==> config.mk <==
export PLATFORM = sky130hd
export DESIGN_NAME = button_debouncer
export DESIGN_NICKNAME = d
export VERILOG_FILES = /design/src/rtl/debounce_pkg.sv /design/src/rtl/sync_2ff.sv /design/src/rtl/button_debouncer.sv
export SDC_FILE = /design/constraint.sdc
export NUM_CORES = 1
export LEC_CHECK = 0
export CORE_ASPECT_RATIO = 1.25
export CORE_MARGIN = 4
export CORE_UTILIZATION = 40
export DETAILED_ROUTE_END_ITERATION = 10
export GPL_TIMING_DRIVEN = 0
export PLACE_DENSITY = 0.61
export SLEW_MARGIN = 5
export SYNTH_ARGS = -nofsm -noshare
export SYNTH_HDL_FRONTEND = slang
export SYNTH_SLANG_ARGS = --single-unit
==> constraint.sdc <==
create_clock -name clk -period 2.9 [get_ports clk]
set_input_delay 0.58 -clock clk [delete_from_list [all_inputs] [get_ports clk]]
set_output_delay 0.58 -clock clk [all_outputs]
set_load 0.02 [all_outputs]
==> src/rtl/debounce_pkg.sv <==
// Shared types for the button debouncer: FSM state encoding and a width helper.
// Used by the RTL and by the bench monitor.
package debounce_pkg;

   typedef enum logic [1:0] {
      IDLE    = 2'd0,
      CHK_ON  = 2'd1,
      ON      = 2'd2,
      CHK_OFF = 2'd3
   } db_state_t;

   // Width of a counter that must hold values 0 .. n-1 (at least one bit).
   function automatic int cnt_width(input int n);
      return (n <= 2) ? 1 : $clog2(n);
   endfunction

endpackage

==> src/rtl/sync_2ff.sv <==
// Two-flop synchronizer for a single asynchronous level; both flops reset to 0.
// Reusable for any slow board input entering the clk domain.
module sync_2ff (
   input  logic clk,
   input  logic reset,
   input  logic d,
   output logic q
);

   logic meta;

   // First flop may go metastable; second flop gives it a full cycle to settle.
   always_ff @(posedge clk) begin
      if (reset) begin
         meta <= 1'b0;
         q    <= 1'b0;
      end else begin
         meta <= d;
         q    <= meta;
      end
   end

endmodule

==> src/rtl/button_debouncer.sv <==
// Button debouncer: raw level -> sync_2ff -> stability counter FSM.
// Produces a clean level plus one-cycle press / release pulses, all registered.
// The release pulse port is named release_pulse because "release" is a reserved word.
// Optional feature: define AUTOREPEAT_EN to emit repeated press pulses every
// REPEAT_CYCLES cycles while the button stays accepted-on.
module button_debouncer
   import debounce_pkg::*;
#(
   parameter int STABLE_CYCLES = 1_000_000,
   parameter int REPEAT_CYCLES = 25_000_000
) (
   input  logic clk,
   input  logic reset,
   input  logic btn_in,
   output logic btn_level,
   output logic press,
   output logic release_pulse,
   output logic bouncing
);

   localparam int CNT_W = cnt_width(STABLE_CYCLES);
   localparam logic [CNT_W-1:0] CNT_LAST = CNT_W'(STABLE_CYCLES - 1);

   // Both counts must be at least 2 for the qualification timing to make sense.
   if (STABLE_CYCLES < 2 || REPEAT_CYCLES < 2) begin : g_param_check
      $error("button_debouncer: STABLE_CYCLES and REPEAT_CYCLES must be >= 2");
   end

   logic             sync;
   db_state_t        state, next_state;
   logic [CNT_W-1:0] cnt, next_cnt;
   logic             next_level, next_press, next_release;
   logic             rpt_press;

   sync_2ff u_sync (
      .clk   (clk),
      .reset (reset),
      .d     (btn_in),
      .q     (sync)
   );

`ifdef AUTOREPEAT_EN
   localparam int RPT_W = cnt_width(REPEAT_CYCLES);
   localparam logic [RPT_W-1:0] RPT_LAST = RPT_W'(REPEAT_CYCLES - 1);

   logic [RPT_W-1:0] rpt_cnt, next_rpt_cnt;

   // Repeat timer runs only while staying in ON; anything else parks it at 0.
   always_comb begin
      next_rpt_cnt = '0;
      rpt_press    = 1'b0;
      if (state == ON && sync) begin
         if (rpt_cnt == RPT_LAST) begin
            rpt_press = 1'b1;
         end else begin
            next_rpt_cnt = rpt_cnt + RPT_W'(1);
         end
      end
   end

   // Repeat timer register.
   always_ff @(posedge clk) begin
      if (reset) rpt_cnt <= '0;
      else       rpt_cnt <= next_rpt_cnt;
   end
`else
   assign rpt_press = 1'b0;
`endif

   // Next-state logic; a bounce seen on the terminal count cycle wins over acceptance.
   always_comb begin
      next_state   = state;
      next_cnt     = cnt;
      next_level   = btn_level;
      next_press   = 1'b0;
      next_release = 1'b0;
      case (state)
         IDLE: begin
            if (sync) begin
               next_state = CHK_ON;
               next_cnt   = '0;
            end
         end
         CHK_ON: begin
            if (!sync) begin
               next_state = IDLE;
            end else if (cnt == CNT_LAST) begin
               next_state = ON;
               next_level = 1'b1;
               next_press = 1'b1;
            end else begin
               next_cnt = cnt + CNT_W'(1);
            end
         end
         ON: begin
            if (!sync) begin
               next_state = CHK_OFF;
               next_cnt   = '0;
            end
         end
         CHK_OFF: begin
            if (sync) begin
               next_state = ON;
            end else if (cnt == CNT_LAST) begin
               next_state   = IDLE;
               next_level   = 1'b0;
               next_release = 1'b1;
            end else begin
               next_cnt = cnt + CNT_W'(1);
            end
         end
         default: next_state = IDLE;
      endcase
   end

   // State, counter and all outputs registered together.
   always_ff @(posedge clk) begin
      if (reset) begin
         state         <= IDLE;
         cnt           <= '0;
         btn_level     <= 1'b0;
         press         <= 1'b0;
         release_pulse <= 1'b0;
         bouncing      <= 1'b0;
      end else begin
         state         <= next_state;
         cnt           <= next_cnt;
         btn_level     <= next_level;
         press         <= next_press | rpt_press;
         release_pulse <= next_release;
         bouncing      <= (next_state == CHK_ON) || (next_state == CHK_OFF);
      end
   end

endmodule

# Word level (Yosys, flattened, before mapping)
# Cells that the tools add are included.
# op_classes
mux	19
reduce_logical	7
bitwise	3
n_addsub	1
eq_ne	12
# op_table
operator	count
20-bit 2-to-1 mux	5
20-bit case mux with 4 select lines	1
20-bit by 1-bit adder with 20-bit output (second input constant)	1
20-bit equality test (second input constant)	1
2-bit 2-to-1 mux	6
2-bit != test (second input constant)	4
2-bit case mux with 4 select lines	1
2-bit equality test (second input constant)	3
3-bit OR reduction	2
1-bit 2-to-1 mux	5
5-bit AND reduction	1
2-bit by 1-bit equality test with 1-bit output (second input constant)	2
2-bit by 1-bit != test with 1-bit output (second input constant)	2
4-bit AND reduction	1
1-bit inverter	3
2-bit logical NOT	1
1-bit case mux with 2 select lines	1
2-bit nonzero test	1
1-bit logical OR	1
# word_totals
ff_bits	28
word_cells	50
in_bits	3

# Logic depth before layout (Yosys ltp)
# Gate-level depths: netlist of run 1.
# depth
ltp_word	6
ltp_mapped	6

# Modules after synthesis
# A second synthesis of run 1 with hierarchy kept.
# hier_totals
cells_unflattened	152
area_unflattened_um2	1341.3
# by_module_without_submodules
module	n_inst	area_each_um2	cells_per_inst
button_debouncer	1	1288.7	148
sync_2ff	1	52.6	4

# Worst setup path after synthesis of run 1
# No wires, ideal clock.
# synth_timing
path_kind	register to register
from	register cnt[0]
to	register cnt[17]
required_time_ns	2.828
setup_slack_ns	1.302
setup_ns	0.072
path_stages_with_launch	7
arrival_time_ns	1.527
n_path_buf	1
cell_sequence	dfxtp_1 -> ha_1 -> and3_1 -> and4_1 -> buf_4 -> a211oi_1 -> mux2i_1
# synth_between
elab_chain_len	4
# synth_rtl
item	line	rtl
start: declaration	button_debouncer.sv:31	logic [CNT_W-1:0] cnt, next_cnt;
start signal: assignment	button_debouncer.sv:127	cnt <= next_cnt;
20-bit by 1-bit adder with 20-bit output or 20-bit equality test (tied branches)	-	
20-bit 2-to-1 mux *	button_debouncer.sv:87, button_debouncer.sv:104	
20-bit 2-to-1 mux (on tied branches)	button_debouncer.sv:102, button_debouncer.sv:85	
20-bit case mux with 4 select lines *	button_debouncer.sv:77	case (state)
# Every way passes the cells marked *; elsewhere a longest branch is shown, timed or not. The select of a mux whose other input is x is not followed.
# A chain may end at the register's enable or synchronous reset.

# Final worst setup path of run 1
# layout_timing
from	register u_sync.q
to	register cnt[3]
# layout_between
elab_chain_len	2
# layout_rtl
item	line	rtl
start: declaration	sync_2ff.sv:7	output logic q
start signal: assignment	sync_2ff.sv:19	q <= meta;
2-bit by 1-bit != test with 1-bit output (no line) or 2-bit != test (tied branches)	-	
4-bit AND reduction (no line) *	-	
# Every way passes the cells marked *; elsewhere a longest branch is shown, timed or not.

==> flow_metrics.tcl, run 1 <==
set metrics [dict create \
    synth_top_area_cell "dfxtp_1" \
    initial_core_util_pct 42.99 \
    cts_htree_levels 1 \
    die_y_um 74.68 \
    reg2regPathDepth 5 \
    max_cap_viol_count 0 \
    cts_hold_buffers 0 \
    core_area_um2 3309 \
    worst_setup_path_end_kind "register" \
    ioPinCount 7 \
    hold_class "reg -> reg" \
    synth_edf_count 0 \
    p_leak_nw 0.5147 \
    comb_power_share_pct 5.2 \
    tightest_slew_ps 717.4 \
    gr-total-overflow 0 \
    crit_path_cell_trace "buf_4 -> xnor2_1 -> o21ai_0 -> a2111o_1 -> o21ai_0" \
    status "complete, no violations" \
    p_int_w 0.0005889 \
    place_ws_ps 846.3 \
    drt_first_pass_iters 4 \
    clock_path_buffers 2 \
    yosysUniqueCellTypes 36 \
    grt_pass1_vias 1266 \
    syn-num-nets 171 \
    die_w_um 61.34 \
    rrSetupSlack_ps 960 \
    hpwl_mm 2.394 \
    setup_slack_ps 959.5 \
    maxSlewViolCount 0 \
    max_freq_mhz 515.3 \
    numPortBuffers 6 \
    area_growth_pct 12.49 \
    path_max_fanout 7 \
    yosys_warnings 0 \
    cts-root-buf "clkbuf_8" \
    vias_per_cell 5.995 \
    cts_tree "yes" \
    synth_seq_cells 28 \
    synth_ff_type "dfxtp_1" \
    p_seq_share_pct 53.0 \
    setup_viol 0 \
    cp_slowest_cell "xnor2_1" \
    cts_buffers 3 \
    timing.rr.start "u_sync.q" \
    worstSetupPathType "reg -> reg" \
    fin_crit_ps 1940 \
    worstPathArrival_ps 2150 \
    drc 0 \
    rsz0062_at_grt "false" \
    critical-path-max-stage-delay_ps 510 \
    holdCritStartpoint "u_sync.meta" \
    drive_gt1_share_pct 7.910 \
    worstSkewPairLatency_ps 280 \
    crit_required_ps 3100 \
    layoutNonFillerInstCount 214 \
    max_slew_margin_pct 51.67 \
    p_sw_share_pct 20.29 \
    first_iter_violations 63 \
    syn_area_um2 1423 \
    cpMostUsedCell "o21ai_0" \
    grt.total_usage_pct 15.45 \
    path_clk_slew_ps 90 \
    synth_area_leaders "dfxtp_1 (39%), a21oi_1 (5.3%), nand2_1 (4.7%)" \
    wl_per_cell_um 14.84 \
    synth_cells 167 \
    n_fill_cell 332 \
    place_inst 210 \
    grt_pass1_wl_mm 5.444 \
    post-cts-setup-buffer-count 0 \
    p_switching_w 0.0001499 \
    antenna_cells 0 \
    crit_path_start_kind "register" \
    fin_worst_skew_ps 6.935 \
    antenna_found_initial 0 \
    async_flop_share_pct 0 \
    irDropWorstVdd_mv 0.4342 \
    cts_sinks 28 \
    setup_tns_ps 0 \
    synth-seq-area-share_pct 39.40 \
    num_rows 23 \
    grt_max_degree 17 \
    hold_viol 0 \
    yosysTopAreaCellShare_pct 39.40 \
    cts-resized-gates 0 \
    whs_endpoint "u_sync.q" \
    final_nets 182 \
    r2r-end "cnt[3]" \
    whs_path_depth 1 \
    gp_congestion 0.8056 \
    die_area_um2 4581 \
    finalCritPeriodShare_pct 66.91 \
    vias 1283 \
    ant_nets 0 \
    wl_mm 3.175 \
    syn_avg_cell_area_um2 8.519 \
    pwr-share-clk_pct 41.8 \
    powerDensity_nw_per_um2 461.6 \
]
layer usage:
metal	vias up	share of wire, %	track usage [%]
met4	0	1.9	5.660
met5	-	0	0
met3	7	4.0	1.887
met1	612	43	17.44
met2	27	51	28.94
li1	637	-	-
cells in the mapped netlist (5+ instances only):
| cell | instances |
|---|---|
| nand2_1 | 18 |
| o21ai_0 | 10 |
| nand2b_1 | 6 |
| inv_1 | 5 |
| and4_1 | 5 |
| a21oi_1 | 15 |
| dfxtp_1 | 28 |
| mux2i_1 | 6 |
| nand4_1 | 7 |
| nand3_1 | 10 |
per-stage QoR:
| step | util, % | area, µm² | hold slack (ps) | power, W |
|---|---|---|---|---|
| 6_report | 48.36 | 1600 | 469.1 | 0.0007387 |
| 3_5_place_dp | 46.20 | 1529 | 458.2 | 0.0004397 |
| 3_3_place_gp | 46.20 | 1529 | 436.9 | 0.0004387 |
| 4_1_cts | 48.36 | 1600 | 475.8 | 0.0007509 |
| 5_1_grt | 48.36 | 1600 | 479.4 | 0.0007690 |
| 2_1_floorplan | - | 1423 | 413.8 | 0.0004241 |
state kept, by name, summed over array words and instances (netlist names):
signal         count
btn_level          1
bouncing           1
cnt               20
u_sync.q           1
press              1
u_sync.meta        1
release_pulse      1
state              2
layout make-up:
type	instances	area (µm²)	share of cell area, %
inverter	5	18.77	1.173
timing repair buffer	6	60.06	3.753
sequential	28	560.5	35.03
tap	37	46.29	2.893
clock buffer	3	41.29	2.580
multi-input combinational	125	790.8	49.41
clock inverter	1	30.03	1.876
buffer	9	52.55	3.284
power by group through the flow:
stage                     Combinational (W)  Clock [W]  Sequential, W
after floorplan                   0.0000209          0       0.000403
after global placement            0.0000384          0       0.000400
after detailed placement          0.0000392          0       0.000400
after CTS                         0.0000393   0.000320       0.000392
after global routing              0.0000423   0.000335       0.000392
final                             0.0000384   0.000309       0.000392
cell families after synthesis:
| logic type | count (synthesis) | share of synthesized area, % |
|---|---|---|
| XOR/XNOR | 5 | 3.607 |
| buffers and inverters | 14 | 5.013 |
| adder cells (fa/ha/maj) | 1 | 0.8794 |
| flip-flops | 28 | 39.40 |
| AO/OA/AOI/OAI | 35 | 14.95 |
| AND/OR/NAND/NOR | 78 | 31.93 |
| multiplexers | 6 | 4.222 |
worst max-delay path, delay by kind of cell (launching register included):
kind / cells / cell delay (ps)
xor+xnor: 1 / 510
buf+inv: 1 / 150
flops: 1 / 310
compound gates: 3 / 900
worst max-delay path by stage:
| stage | startpoint | end | slack (ps) | depth (start not counted) |
|---|---|---|---|---|
| finish | u_sync.q | cnt[3] | 960 | 5 |
| global route | u_sync.q | cnt[3] | 800 | 5 |
| CTS | u_sync.q | cnt[3] | 940 | 5 |
| detailed placement | reset | cnt[3] | 850 | 5 |
| global placement | reset | cnt[5] | 870 | 5 |
| floorplan | cnt[0] | cnt[17] | 1300 | 6 |
cell usage in the layout (no fill, tap or decap), types with 2 or more instances in the layout:
master / synthesis / final
nor4b_1: 2 / 2
xnor2_1: 2 / 2
clkbuf_1: 2 / 2
and2_1: 2 / 2
xor2_1: 2 / 2
buf_2: 3 / 3
nor2_1: 4 / 4
or4_1: 4 / 4
nand3_1: 10 / 10
a211oi_1: 2 / 2
clkbuf_8: 0 / 3
o21ai_0: 10 / 10
inv_1: 5 / 5
nand4_1: 7 / 7
a2111o_1: 3 / 3
and4_1: 5 / 5
dfxtp_1: 28 / 28
buf_4: 4 / 4
clkdlybuf4s50_1: 0 / 6
a21oi_1: 15 / 15
nand2b_1: 6 / 6
and3_1: 2 / 2
mux2i_1: 6 / 6
nor4_1: 2 / 2
nand2_1: 18 / 18
nor3_1: 4 / 4
nor2b_1: 3 / 3
o31ai_1: 3 / 3
or3_1: 4 / 4
Note: power is estimated with default switching activity, not from simulation.
==> inputs of run 2 (changes only) <==
--- a/config.mk
+++ b/config.mk
@@ -10,7 +10,7 @@
 export CORE_UTILIZATION = 40
 export DETAILED_ROUTE_END_ITERATION = 10
 export GPL_TIMING_DRIVEN = 0
-export PLACE_DENSITY = 0.61
+export PLACE_DENSITY = 0.63
 export SLEW_MARGIN = 5
 export SYNTH_ARGS = -nofsm -noshare
 export SYNTH_HDL_FRONTEND = slang
==> constraint.sdc (replaced) <==
create_clock -name clk -period 1.7 [get_ports clk]
set_input_delay 0.34 -clock clk [delete_from_list [all_inputs] [get_ports clk]]
set_output_delay 0.34 -clock clk [all_outputs]
set_load 0.02 [all_outputs]
==> run 2 against run 1 <==
Hold slack worse by 15 ps; global-route usage is 0.73 points lower; highest routed layer unchanged; critical path depth decreased by 1; design area rose by 9.5%; largest cell class unchanged; core utilization rose by 4.6 points; register-to-register slack worse by 910 ps.
==> flow_metrics.tcl, run 2 (synthesis gave the netlist of run 1 again) <==
set metrics [dict create \
    max_slew_margin_pct 68.19 \
    layoutNonFillerInstCount 216 \
    layout_common_cells "dfxtp_1 (19), nand2_1 (18), a21oi_1 (13), nand3_1 (10)" \
    cts_sinks 28 \
    worstPathArrival_ps 1870 \
    p_leak_nw 0.5415 \
    die_y_um 74.68 \
    ioPinCount 7 \
    crit_path_start_kind "register" \
    die_w_um 61.34 \
    wl_mm 3.282 \
    wl_per_cell_um 15.19 \
    crit_path_cell_trace "and4_2 -> nand4_4 -> or4_4 -> a21oi_2" \
    status "complete, no violations" \
    whs_endpoint "u_sync.q" \
    critical-path-max-stage-delay_ps 510 \
    worst_setup_path_end_kind "register" \
    maxSlewViolCount 0 \
    final_nets 184 \
    place_ws_ps -201.1 \
    rrSetupSlack_ps 50 \
    cts_htree_levels 1 \
    drt_first_pass_iters 4 \
    drc 0 \
    holdCritStartpoint "u_sync.meta" \
    numPortBuffers 6 \
    fin_crit_ps 1649 \
    final_common_cell "dfxtp_1" \
    antenna_found_initial 0 \
    setup_viol 0 \
    clock_path_buffers 2 \
    grt_max_degree 17 \
    holdWs_ps 453.6 \
    max_freq_mhz 606.5 \
    hold_viol 0 \
    finalCritPeriodShare_pct 96.98 \
    largest_reg_flops 20 \
    worstSkewPairLatency_ps 280 \
    crit_required_ps 1920 \
    grt_pass1_wl_mm 5.099 \
    gr-total-overflow 0 \
    tightest_slew_ps 474.0 \
    num_rows 23 \
    max_cap_viol_count 0 \
    core_area_um2 3309 \
    initial_core_util_pct 42.99 \
    whs_path_depth 1 \
    reg2regPathDepth 4 \
    grt.total_usage_pct 14.72 \
    hold_class "reg -> reg" \
    vias 1285 \
    cts_buffers 3 \
    place_inst 210 \
    cp_slowest_cell "or4_4" \
    cts_tree "yes" \
    powerDensity_nw_per_um2 728.9 \
    gp_congestion 0.8342 \
    cts-root-buf "clkbuf_8" \
    fin_worst_skew_ps 7.482 \
    grt_pass1_vias 1131 \
    worstSetupPathType "reg -> reg" \
    irDropWorstVdd_mv 0.4529 \
    critPathBufInv 0 \
    timing.rr.start "cnt[9]" \
    reg_top3 "cnt: 20 flops, state: 2 flops" \
    final_util_pct 52.93 \
    vias_per_cell 5.949 \
    path_max_fanout 8 \
    antenna_cells 0 \
    top_register "cnt" \
    path_clk_slew_ps 100 \
    critical-path-top-delay-family "simple AND/OR/NAND/NOR gates" \
    setup_slack_ps 51.27 \
    r2r-end "cnt[18]" \
    ant_nets 0 \
    area_growth_pct 23.13 \
    first_iter_violations 38 \
    die_area_um2 4581 \
    n_fill_cell 305 \
    drive_gt1_share_pct 21.23 \
    hpwl_mm 2.262 \
]
==> run 2: power by group <==
part	internal, W	leakage (nW)	total [W]	switching [W]
logic	0.0000309	0.275	0.0000749	0.0000440
registers	0.000663	0.231	0.000668	0.00000534
clock network	0.000316	0.0357	0.000534	0.000218
==> run 2: worst register-to-register path, delay by kind of cell, from the launching register on <==
kind            cells  cell delay [ps]
simple gates        3             1010
flops               1              440
compound gates      1              140
==> run 2: timing repair <==
item                                    CTS  global route
gates resized for setup                  16            18
pin swaps                                 0             3
setup buffers                             0             2
endpoints found under the setup margin   20            17
hold buffers                              0             0
==> run 2: cell type report <==
class	count	area [µm²]	share of cell area, %
plain buffers	9	66.31	3.786
clock buffers	3	41.29	2.357
clock inverters	1	30.03	1.714
inverters	5	18.77	1.071
multi-input cells	125	902.1	51.50
flip-flops and latches	28	571.8	32.64
well taps	37	46.29	2.643
repair buffers	8	75.07	4.286
==> run 2: worst max-delay path by stage <==
stage / start / end / slack (ps) / cells past startpoint
2_1_floorplan: cnt[0] / cnt[17] / 100 / 6
3_3_place_gp: u_sync.q / cnt[2] / -200 / 5
5_1_grt: u_sync.q / cnt[3] / -9 / 5
6_report: cnt[9] / cnt[18] / 50 / 4
3_5_place_dp: u_sync.q / cnt[3] / -200 / 5
4_1_cts: cnt[0] / cnt[4] / 9 / 6
==> run 2: per-stage QoR <==
stage	instance area, µm²	TNS, ps	total power [W]
detailed placement	1529	-2613	0.0007513
global placement	1529	-1855	0.0007476
floorplan	1423	0	0.0007234
finish	1752	0	0.001277
global route	1752	-11.75	0.001318
CTS	1673	0	0.001282
==> run 2: per-layer routing <==
layer / routed length, µm / part of all wire [%] / GRT usage [%] / vias to the layer above
met2: 1622 / 49 / 22.24 / 25
met4: 48 / 1.5 / 6.132 / 0
met3: 128 / 3.9 / 2.573 / 5
met1: 1482 / 45 / 20.61 / 614
li1: - / - / - / 641
met5: 0 / 0 / 0 / -
==> inputs of run 3 (changes only) <==
--- a/config.mk
+++ b/config.mk
@@ -11,6 +11,7 @@
 export DETAILED_ROUTE_END_ITERATION = 10
 export GPL_TIMING_DRIVEN = 0
 export PLACE_DENSITY = 0.63
+export SKIP_LAST_GASP = 1
 export SLEW_MARGIN = 5
 export SYNTH_ARGS = -nofsm -noshare
 export SYNTH_HDL_FRONTEND = slang
==> run 3 against run 2 <==
Flip-flop and latch count unchanged; hold slack unchanged; via count decreased by 0.39%; largest power group unchanged; cell count unchanged; design area unchanged; sequential power about the same; core utilization unchanged; register-to-register slack about the same.
==> flow_metrics.tcl, run 3 (synthesis gave the netlist of run 1 again) <==
set metrics [dict create \
    drive_gt1_share_pct 21.23 \
    worstSetupPathType "reg -> reg" \
    initial_core_util_pct 42.99 \
    wl_met3_um 116 \
    antenna_found_initial 0 \
    crit_required_ps 1920 \
    holdCritStartpoint "u_sync.meta" \
    p_leak_nw 0.5415 \
    setup_slack_ps 51.35 \
    place_ws_ps -201.1 \
    numPortBuffers 6 \
    num_rows 23 \
    die_y_um 74.68 \
    path_max_fanout 8 \
    whs_path_depth 1 \
    cts-root-buf "clkbuf_8" \
    hold_class "reg -> reg" \
    ioPinCount 7 \
    rsz0062_at_grt "true" \
    crit_path_start_kind "register" \
    hold_viol 0 \
    drc 0 \
    max_slew_margin_pct 68.20 \
    fin_worst_skew_ps 7.482 \
    die_area_um2 4581 \
    layout_common_cells "dfxtp_1 (19), nand2_1 (18), a21oi_1 (13), nand3_1 (10)" \
    r2r-end "cnt[18]" \
    gr-total-overflow 0 \
    status "complete, no violations" \
    hpwl_mm 2.262 \
    cts_tree "yes" \
    worst_setup_path_end_kind "register" \
    maxSlewViolCount 0 \
    reg_top3 "cnt: 20 flops, state: 2 flops" \
    fin_crit_ps 1649 \
    n_fill_cell 305 \
    finalCritPeriodShare_pct 96.98 \
    reg2regPathDepth 4 \
    max_cap_viol_count 0 \
    final_common_cell "dfxtp_1" \
    rrSetupSlack_ps 50 \
    cts_buffers 3 \
    setup_viol 0 \
    vias 1280 \
    wl_per_cell_um 15.21 \
    drt_first_pass_iters 4 \
    path_clk_slew_ps 100 \
    cts_hold_buffers 0 \
    placed_cell_area_um2 1529 \
    worstPathArrival_ps 1870 \
    grt.total_usage_pct 14.69 \
    worstSkewPairLatency_ps 280 \
    core_area_um2 3309 \
    whs_endpoint "u_sync.q" \
    fin_area_um2 1752 \
    grt_pass1_vias 1129 \
    area_growth_pct 23.13 \
    grt_pass1_wl_mm 5.085 \
    wl_met2_mm 1.616 \
    wl_mm 3.285 \
    largest_reg_flops 20 \
    max_freq_mhz 606.6 \
    grt_max_degree 17 \
    cts_sinks 28 \
    powerDensity_nw_per_um2 728.9 \
    timing.rr.start "cnt[9]" \
    clock_path_buffers 2 \
    irDropWorstVdd_mv 0.4529 \
    first_iter_violations 37 \
    top_register "cnt" \
    tightest_slew_ps 473.9 \
    routedLengthMet1_mm 1.503 \
    gp_congestion 0.8342 \
    final_util_pct 52.93 \
    vias_per_cell 5.926 \
    cts_htree_levels 1 \
    highest_layer "met4" \
    final_nets 184 \
    antenna_cells 0 \
    ant_nets 0 \
    die_w_um 61.34 \
]
[run 3: cell counts in the layout (fill, tap and decap cells not counted)]
Identical to the previous run, type by type.
[run 3: how the worst max path moves through the flow]
stage / from / to / slack, ps / cells past startpoint
2_1_floorplan: cnt[0] / cnt[17] / 100 / 6
3_3_place_gp: u_sync.q / cnt[2] / -200 / 5
3_5_place_dp: u_sync.q / cnt[3] / -200 / 5
4_1_cts: u_sync.q / cnt[11] / -40 / 6
5_1_grt: u_sync.q / cnt[11] / -10 / 6
6_report: cnt[9] / cnt[18] / 50 / 4
[run 3: power breakdown]
part | total, W | switching [W] | internal [W]
clock | 0.000533 | 0.000218 | 0.000316
combinational | 0.0000749 | 0.0000440 | 0.0000309
sequential | 0.000668 | 0.00000531 | 0.000663
total | 0.00128 | 0.000267 | 0.00101
[run 3: routing by layer]
| metal | vias to the layer above | track usage, % |
|---|---|---|
| met5 | - | 0 |
| met4 | 0 | 6.132 |
| met3 | 5 | 2.573 |
| met2 | 22 | 22.24 |
| met1 | 611 | 20.51 |
| li1 | 642 | - |
[run 3: layout make-up]
| cell class | instances | area, µm² | share of cell area (%) |
|---|---|---|---|
| flip-flops and latches | 28 | 571.8 | 32.64 |
| repair buffers | 8 | 75.07 | 4.286 |
| multi-input cells | 125 | 902.1 | 51.50 |
| clock buffers | 3 | 41.29 | 2.357 |
| clock inverters | 1 | 30.03 | 1.714 |
| well taps | 37 | 46.29 | 2.643 |
| inverters | 5 | 18.77 | 1.071 |
| plain buffers | 9 | 66.31 | 3.786 |
[run 3: through the flow]
stage / hold slack, ps / TNS (ps) / power [W] / cells
2_1_floorplan: 413.8 / 0 / 0.0007234 / 167
3_3_place_gp: 418.7 / -1855 / 0.0007476 / 210
3_5_place_dp: 435.8 / -2613 / 0.0007513 / 210
4_1_cts: 458.5 / -43.40 / 0.001281 / 214
5_1_grt: 469.6 / -26.74 / 0.001318 / 216
6_report: 453.6 / 0 / 0.001277 / 216
[run 3: timing repair]
action,4_1_cts,5_1_grt
pin swaps,0,2
buffers inserted,0,2
resized for setup,13,21
setup endpoints to repair,20,14
[run 3: worst max-delay path, cell delays in order (launching register included)]
cell     delay [ps]
dfxtp_1         440
and4_2          340
nand4_4         160
or4_4           510
a21oi_2         140
